File: src/rtl/config_ram_arbiter.sv
// rtl/config_ram_arbiter.sv - round-robin two-port arbiter/sequencer for the config RAM
// Serialises bus-side and loader accesses; watchdog aborts accesses stuck on ram_busy.
module config_ram_arbiter #(
    parameter int N_BYTES   = 4,
    parameter int DEPTH     = 256,
    parameter int ADDR_BITS = $clog2(DEPTH),
    parameter int N_BITS    = N_BYTES * 8,
    parameter int TIMEOUT   = 16
) (
    input  logic                 CLK,
    input  logic                 nRST,
    input  logic                 req0,
    input  logic                 req1,
    input  logic                 we0,
    input  logic                 we1,
    input  logic [ADDR_BITS-1:0] addr0,
    input  logic [ADDR_BITS-1:0] addr1,
    input  logic [N_BITS-1:0]    wdata0,
    input  logic [N_BITS-1:0]    wdata1,
    input  logic [N_BYTES-1:0]   be0,
    input  logic [N_BYTES-1:0]   be1,
    output logic                 done0,
    output logic                 done1,
    output logic [N_BITS-1:0]    rdata0,
    output logic [N_BITS-1:0]    rdata1,
    output logic                 err0,
    output logic                 err1,
    output logic [ADDR_BITS-1:0] ram_addr,
    output logic [N_BITS-1:0]    ram_wdata,
    output logic [N_BYTES-1:0]   ram_byte_en,
    output logic                 ram_wen,
    output logic                 ram_ren,
    input  logic [N_BITS-1:0]    ram_rdata,
    input  logic                 ram_busy
);
    localparam int CW = (TIMEOUT > 1) ? $clog2(TIMEOUT) : 1;

    typedef enum logic [1:0] {IDLE, ACCESS, RESP} state_t;

    state_t                 state, next_state;
    logic                   last_grant;
    logic                   id;
    logic                   lat_we;
    logic [ADDR_BITS-1:0]   lat_addr;
    logic [N_BITS-1:0]      lat_wdata;
    logic [N_BYTES-1:0]     lat_be;
    logic [CW-1:0]          counter;
    logic                   grant;
    logic                   grant_id;
    logic                   timed_out;

    assign ram_addr    = lat_addr;
    assign ram_wdata   = lat_wdata;
    assign ram_byte_en = lat_be;

    always_ff @(posedge CLK or negedge nRST) begin
        if (!nRST) begin
            state <= IDLE;
        end else begin
            state <= next_state;
        end
    end

    always_comb begin
        next_state = state;
        grant      = 1'b0;
        grant_id   = 1'b0;
        timed_out  = 1'b0;
        ram_wen    = 1'b0;
        ram_ren    = 1'b0;
        done0      = 1'b0;
        done1      = 1'b0;
        case (state)
            IDLE: begin
                if (req0 || req1) begin
                    grant      = 1'b1;
                    // On contention the port that did not win last time goes next
                    grant_id   = (req0 && req1) ? ~last_grant : req1;
                    next_state = ACCESS;
                end
            end
            ACCESS: begin
                ram_wen   = lat_we;
                ram_ren   = ~lat_we;
                timed_out = (TIMEOUT != 0) && ram_busy && (counter == CW'(TIMEOUT - 1));
                if (!ram_busy || timed_out) begin
                    next_state = RESP;
                end
            end
            RESP: begin
                done0      = ~id;
                done1      = id;
                next_state = IDLE;
            end
            default: next_state = IDLE;
        endcase
    end

    always_ff @(posedge CLK or negedge nRST) begin
        if (!nRST) begin
            last_grant <= 1'b1;
            id         <= 1'b0;
            lat_we     <= 1'b0;
            lat_addr   <= '0;
            lat_wdata  <= '0;
            lat_be     <= '0;
            counter    <= '0;
            rdata0     <= '0;
            rdata1     <= '0;
            err0       <= 1'b0;
            err1       <= 1'b0;
        end else begin
            if (grant) begin
                id         <= grant_id;
                last_grant <= grant_id;
                lat_we     <= grant_id ? we1 : we0;
                lat_addr   <= grant_id ? addr1 : addr0;
                lat_wdata  <= grant_id ? wdata1 : wdata0;
                lat_be     <= grant_id ? be1 : be0;
                counter    <= '0;
            end
            if (state == ACCESS) begin
                if (!ram_busy) begin
                    if (id) begin
                        rdata1 <= lat_we ? '0 : ram_rdata;
                        err1   <= 1'b0;
                    end else begin
                        rdata0 <= lat_we ? '0 : ram_rdata;
                        err0   <= 1'b0;
                    end
                end else if (timed_out) begin
                    if (id) begin
                        rdata1 <= '0;
                        err1   <= 1'b1;
                    end else begin
                        rdata0 <= '0;
                        err0   <= 1'b1;
                    end
                end else begin
                    counter <= counter + 1'b1;
                end
            end
        end
    end
endmodule

File: config.mk
export PLATFORM = sky130hd
export DESIGN_NAME = config_ram_arbiter
export DESIGN_NICKNAME = d
export VERILOG_FILES = /design/src/rtl/config_ram_arbiter.sv
export SDC_FILE = /design/constraint.sdc
export NUM_CORES = 1
export LEC_CHECK = 0
export ABC_AREA = 1
export BUFFER_PORTS_ARGS = -buffer_cell sky130_fd_sc_hd__buf_2
export CAP_MARGIN = 20
export CORE_MARGIN = 2
export CORE_UTILIZATION = 44
export CTS_BUF_LIST = sky130_fd_sc_hd__clkbuf_16
export DETAILED_ROUTE_END_ITERATION = 8
export GPL_TIMING_DRIVEN = 1
export PLACE_DENSITY_LB_ADDON = 0.05
export SLEW_MARGIN = 20
export SYNTH_ARGS = -nofsm -noshare
export SYNTH_HDL_FRONTEND = slang
export SYNTH_SLANG_ARGS = --single-unit
export TNS_END_PERCENT = 20
File: constraint.sdc
create_clock -name CLK -period 1.2 [get_ports CLK]
set_input_delay 0.24 -clock CLK [delete_from_list [all_inputs] [get_ports CLK]]
set_output_delay 0.24 -clock CLK [all_outputs]
set_load 0.01 [all_outputs]
# --- After elaboration in Yosys (flattened, before gate mapping) ---
# Index checks and enable logic that the tools add are counted.
word_totals:
  output_inout_bits: 114
  word_cells: 73
  input_bits: 127
  regBits: 119
op_classes:
  reduce_logical: 10
  eq_ne: 9
  addsub: 1
  n_bitwise: 3
  muxes: 38
ops:
  columns: ["cell", "n"]
  rows:
  - ["2-to-1 mux 32 bit", 10]
  - ["2-to-1 mux 4 bit", 5]
  - ["2-to-1 mux 1 bit", 19]
  - ["!= test 2 bit (second input constant)", 5]
  - ["2-to-1 mux 8 bit", 1]
  - ["AND reduction 4 bit", 2]
  - ["adder 4 x 1 -> 4 bit (second input constant)", 1]
  - ["equality test 4 bit (second input constant)", 1]
  - ["2-to-1 mux 2 bit", 2]
  - ["one-hot mux 2 bit (2 select lines)", 1]
  - ["inverter 1 bit", 3]
  - ["equality test 2 x 1 -> 1 bit (second input constant)", 1]
  - ["equality test 2 bit (second input constant)", 1]
  - ["logical AND 1 bit", 2]
  - ["logical NOT 2 bit", 1]
  - ["logical OR 1 bit", 2]
  - ["!= test 2 x 1 -> 1 bit (second input constant)", 1]
  - ["AND reduction 2 bit", 1]
  - ["nonzero test 2 bit", 1]
  - ["logical NOT 1 bit", 1]

# --- Depth between registers and ports, before layout ---
logic_depth:
  ltp_word: 7
  ltp_mapped: 8
  ltp_nobuf: 6

# --- Worst setup path after synthesis ---
# Ideal clock, no wire load.
synth_path:
  path_kind: "reg-to-reg"
  startpoint: "register counter[0]"
  endpoint: "register rdata1[16]"
  period_less_slack_ps: 1357
  setup_ps: 119
  stages_incl_launch_ff: 9
  n_path_buf: 2
  arrival_ps: 1238
  required_ps: 1081
  path_slack_ps: -157
  cell_sequence: "dfrtp_1 -> ha_1 -> nand3_2 -> nand2_2 -> nand3_2 -> buf_6 -> buf_6 -> nand2_2 -> o21ai_2"
synth_via:
  elab_chain_len: 5
  word_cells_on_any_way: 6
  classes_between: "eq/ne: 3; mux: 1; reduce/logical: 2"
synth_rtl:
  columns: ["item", "line_no", "rtl"]
  rows:
  - ["start, declared", "47", "logic [CW-1:0] counter;"]
  - ["start signal, assigned", "140", "counter <= counter + 1'b1;"]
  - ["equality test 4 bit (*)", "85", "timed_out = (TIMEOUT != 0) && ram_busy && (counter == CW'(TIMEOUT - 1));"]
  - ["logical AND 1 bit (*)", "85", null]
  - ["2-to-1 mux 1 bit (*)", "73", "case (state)"]
  - ["!= test 2 bit (no source line) / != test 2 x 1 -> 1 bit (equally long branches)", null, null]
  - ["AND reduction 4 bit (no source line) (*)", null, null]
  - ["end signal, assigned", "125", "rdata1 <= lat_we ? '0 : ram_rdata;"]
  - ["end, declared", "25", "output logic [N_BITS-1:0] rdata1,"]
# Mark *: on every way between the ends. The rest lies on a longest branch, timed or not.
# A chain may end at the register's enable or synchronous reset.

# --- Final worst setup path ---
layout_path:
  startpoint: "register state[0]"
  endpoint: "output done1"
layout_via:
  elab_chain_len: 2
layout_rtl:
  columns: ["item", "line_no", "rtl"]
  rows:
  - ["start, declared", "40", "state_t state, next_state;"]
  - ["start signal, assigned", "60", "state <= next_state;"]
  - ["equality test 2 bit", "73", null]
  - ["2-to-1 mux 1 bit", "73", null]
  - ["end, declared", "23", "output logic done1,"]
# Every way passes these cells.

==> run summary <==
failing checks: setup timing
Cell variety after synth: 25
clk buf depth: 2
Detail Placement HPWL: 11100 um
logic gate share of total power: 0.489
reg2reg end: lat_we$_DFFE_PN0P_
Pwr Total: 23.3 mW
GR Util met3: 0.0656
first-pass GRT wire length: 27700 um
HP Start: ram_busy
antenna viol nets, final: 0
# H-tree levels: 4
Max Clk Rate: 668 MHz
gpl congestion: 0.777
core region area: 12800 um^2
hold path depth: 2
final core occ: 0.703
clk sinks: 119
min Tclk post-route: 1.50 ns
largest fanout on the critical path: 3
Least-Margin Pin Slew: 0.342 ns
effective utilization at floorplan: 0.455
share of cells above drive strength 1: 0.465
Max Cap Viol: 0
HP Class: primary input to flip-flop
Area Growth Syn to Fin: 54.4%
Setup crit end kind: output port
syn_area_per_cell: 8.43 um^2
wire length per cell: 14.7 um
sw frac: 0.382
Psw: 8.88 mW
clock latency on the worst-skew pair: 0.41 ns
Worst VDD drop: 1.38 mV
Yosys Warn Count: 0
Root Driver: clkbuf_16
Post-Syn Nets: 818
GRT busiest layer: met2
number of port buffers: 240
FF/Latch Area: 2980 um^2
Top Ports: 241
Int Pwr: 14.4 mW
r2r setup slk: -0.25 ns
Setup crit start: state[0]$_DFFE_PN0P_
sequential group share of total power: 0.308
Vias per Instance: 4.92
period utilization: 1.25
Total Neg Setup Slack: -22.56 ns
reg2reg start: state[0]$_DFFE_PN0P_
Antenna diodes: 0
final hold slack: 0.113 ns
row count: 41
Worst Path Required: 0.96 ns
Num CTS Buffers: 17
Synth Instances: 690
gr usage total: 0.244
met1 usage: 0.299
RSZ-0062 raised after global routing: true
multi-input logic area: 2420 um^2
First-pass DRT Iterations: 6
P_leak: 5.00 nW
Max-Slew Margin vs Limit: 0.772
total grt overflow: 0
die area: 14200 um^2
Worst-path clk slew: 0.05 ns
drt drc: 0
initial antenna violation count: 0
number of global-route vias before repair: 5599
critical path arrival: 1.26 ns
Clk pwr share: 0.203
Mapped Area: 5810 um^2
Worst Reg-to-Reg Cells: 8
final setup fails: 132
PwrDens: 2590 nW/um^2
outcome: complete, but fails checks
Endpoint, Worst Hold: state[1]$_DFFE_PN0P_
vias after detailed routing: 5730
Die H: 119 um
Final nets: 1110
die width: 119 um
critical path class: flip-flop to output port
CTS tree: built
Fillers: 1035
Seq cells post-synth: 119
Final Hold Viols: 0
Setup WS post-layout: -0.298 ns
DRT iter0 DRCs: 380
GRT met2 Usage: 0.420
final WL: 17100 um
Setup Skew: 0.0109 ns
Max Slew Vio Count: 0
Seq/Total Area, Yosys: 0.512
Worst setup SP type: flip-flop
largest net degree at the start of global routing: 42
[per-stage QoR]
stage	setup WS (ns)	area [um^2]	instances
after floorplan	-0.151	5820	690
after global placement	-0.150	7420	1098
after detailed placement	-0.160	7420	1098
after CTS	-0.321	8640	1160
after global routing	-0.367	8980	1165
final	-0.298	8980	1165
[per-layer routing]
metal	part of all wire	wire, um
met4	0.0099	169
met2	0.51	8740
met3	0.063	1090
met5	0	0
met1	0.42	7120
[cells by family (layout without fill, tap and decap cells)]
group	Yosys count	count (layout)	synth area share
XOR/XNOR	1	1	0.00151
flip-flops	119	119	0.512
AO/OA/AOI/OAI	70	70	0.0923
buffers and inverters	142	445	0.116
adder cells (fa/ha/maj)	1	1	0.00215
AND/OR/NAND/NOR	357	357	0.275
[sequential cells by signal, summed over array words and instances, names as in the netlist]
| name | cells |
|---|---|
| err1 | 1 |
| ram_addr | 8 |
| last_grant | 1 |
| counter | 4 |
| err0 | 1 |
| ram_byte_en | 4 |
| rdata1 | 32 |
| id | 1 |
| ram_wdata | 32 |
| rdata0 | 32 |
| lat_we | 1 |
| state | 2 |
[cell usage after synthesis (all sizes together)]
| library cell | n | share of area |
|---|---|---|
| ha | 1 | 0.0022 |
| buf | 33 | 0.046 |
| dfstp | 1 | 0.0045 |
| o21ai | 68 | 0.090 |
| xnor2 | 1 | 0.0015 |
| o21bai | 1 | 0.0013 |
| nand4 | 46 | 0.049 |
| a21oi | 1 | 0.00086 |
| inv | 96 | 0.062 |
| nor2 | 5 | 0.0037 |
| nor3 | 2 | 0.0017 |
| nand2 | 248 | 0.17 |
| clkinv | 1 | 0.00064 |
| nand3 | 56 | 0.051 |
| dfrtp | 118 | 0.51 |
| clkbuf | 12 | 0.0077 |
[worst max-delay path by stage]
stage | cells after the start | endpoint | slack, ns
after floorplan | 8 | rdata1[16]$_DFFE_PN0P_ | -0.15
after global placement | 6 | lat_we$_DFFE_PN0P_ | -0.15
after detailed placement | 7 | rdata1[29]$_DFFE_PN0P_ | -0.16
after CTS | 5 | ram_wen | -0.32
after global routing | 4 | done0 | -0.37
final | 3 | done1 | -0.30
[power by group through the flow]
stage | logic [mW] | registers (mW) | clock network (mW)
after floorplan | 4.34 | 7.75 | 0
after global placement | 8.64 | 6.92 | 0
after detailed placement | 8.81 | 6.95 | 0
after CTS | 10.6 | 7.00 | 4.78
after global routing | 12.3 | 7.41 | 4.99
final | 11.4 | 7.17 | 4.72
[critical path: stages, from the launching register on]
cell and delay, ns:
dfrtp_1 0.42, buf_6 0.15, nor3_4 0.15, buf_6 0.13
[timing repair]
action | CTS | global route
pin swaps | 19 | 14
hold buffers | 1 | 0
setup buffers | 19 | 4
endpoints found under the setup margin | 127 | 201
hold endpoints to repair | 118 | 0
cloned | 12 | 2
resized for setup | 65 | 62
[cell type report]
type                            instances  area share
Clock inverter                         13      0.0131
Clock buffer                           17      0.0474
Sequential cell                       119       0.332
Tap cell                              172      0.0240
Inverter                               97      0.0414
Timing Repair Buffer                  318       0.272
Multi-Input combinational cell        429       0.270
[layout by cell type (no fill, tap or decap), types with 16 or more instances in the layout]
| cell type | count |
|---|---|
| buf_2 | 214 |
| nand2_1 | 195 |
| dfrtp_1 | 118 |
| inv_1 | 95 |
| nand3_1 | 51 |
| o21ai_2 | 49 |
| nand4_1 | 46 |
| buf_6 | 41 |
| nand2_2 | 37 |
| buf_4 | 33 |
| clkbuf_16 | 19 |
| o21ai_1 | 18 |
| nand2_4 | 16 |
(Power assumes the default switching activity.)
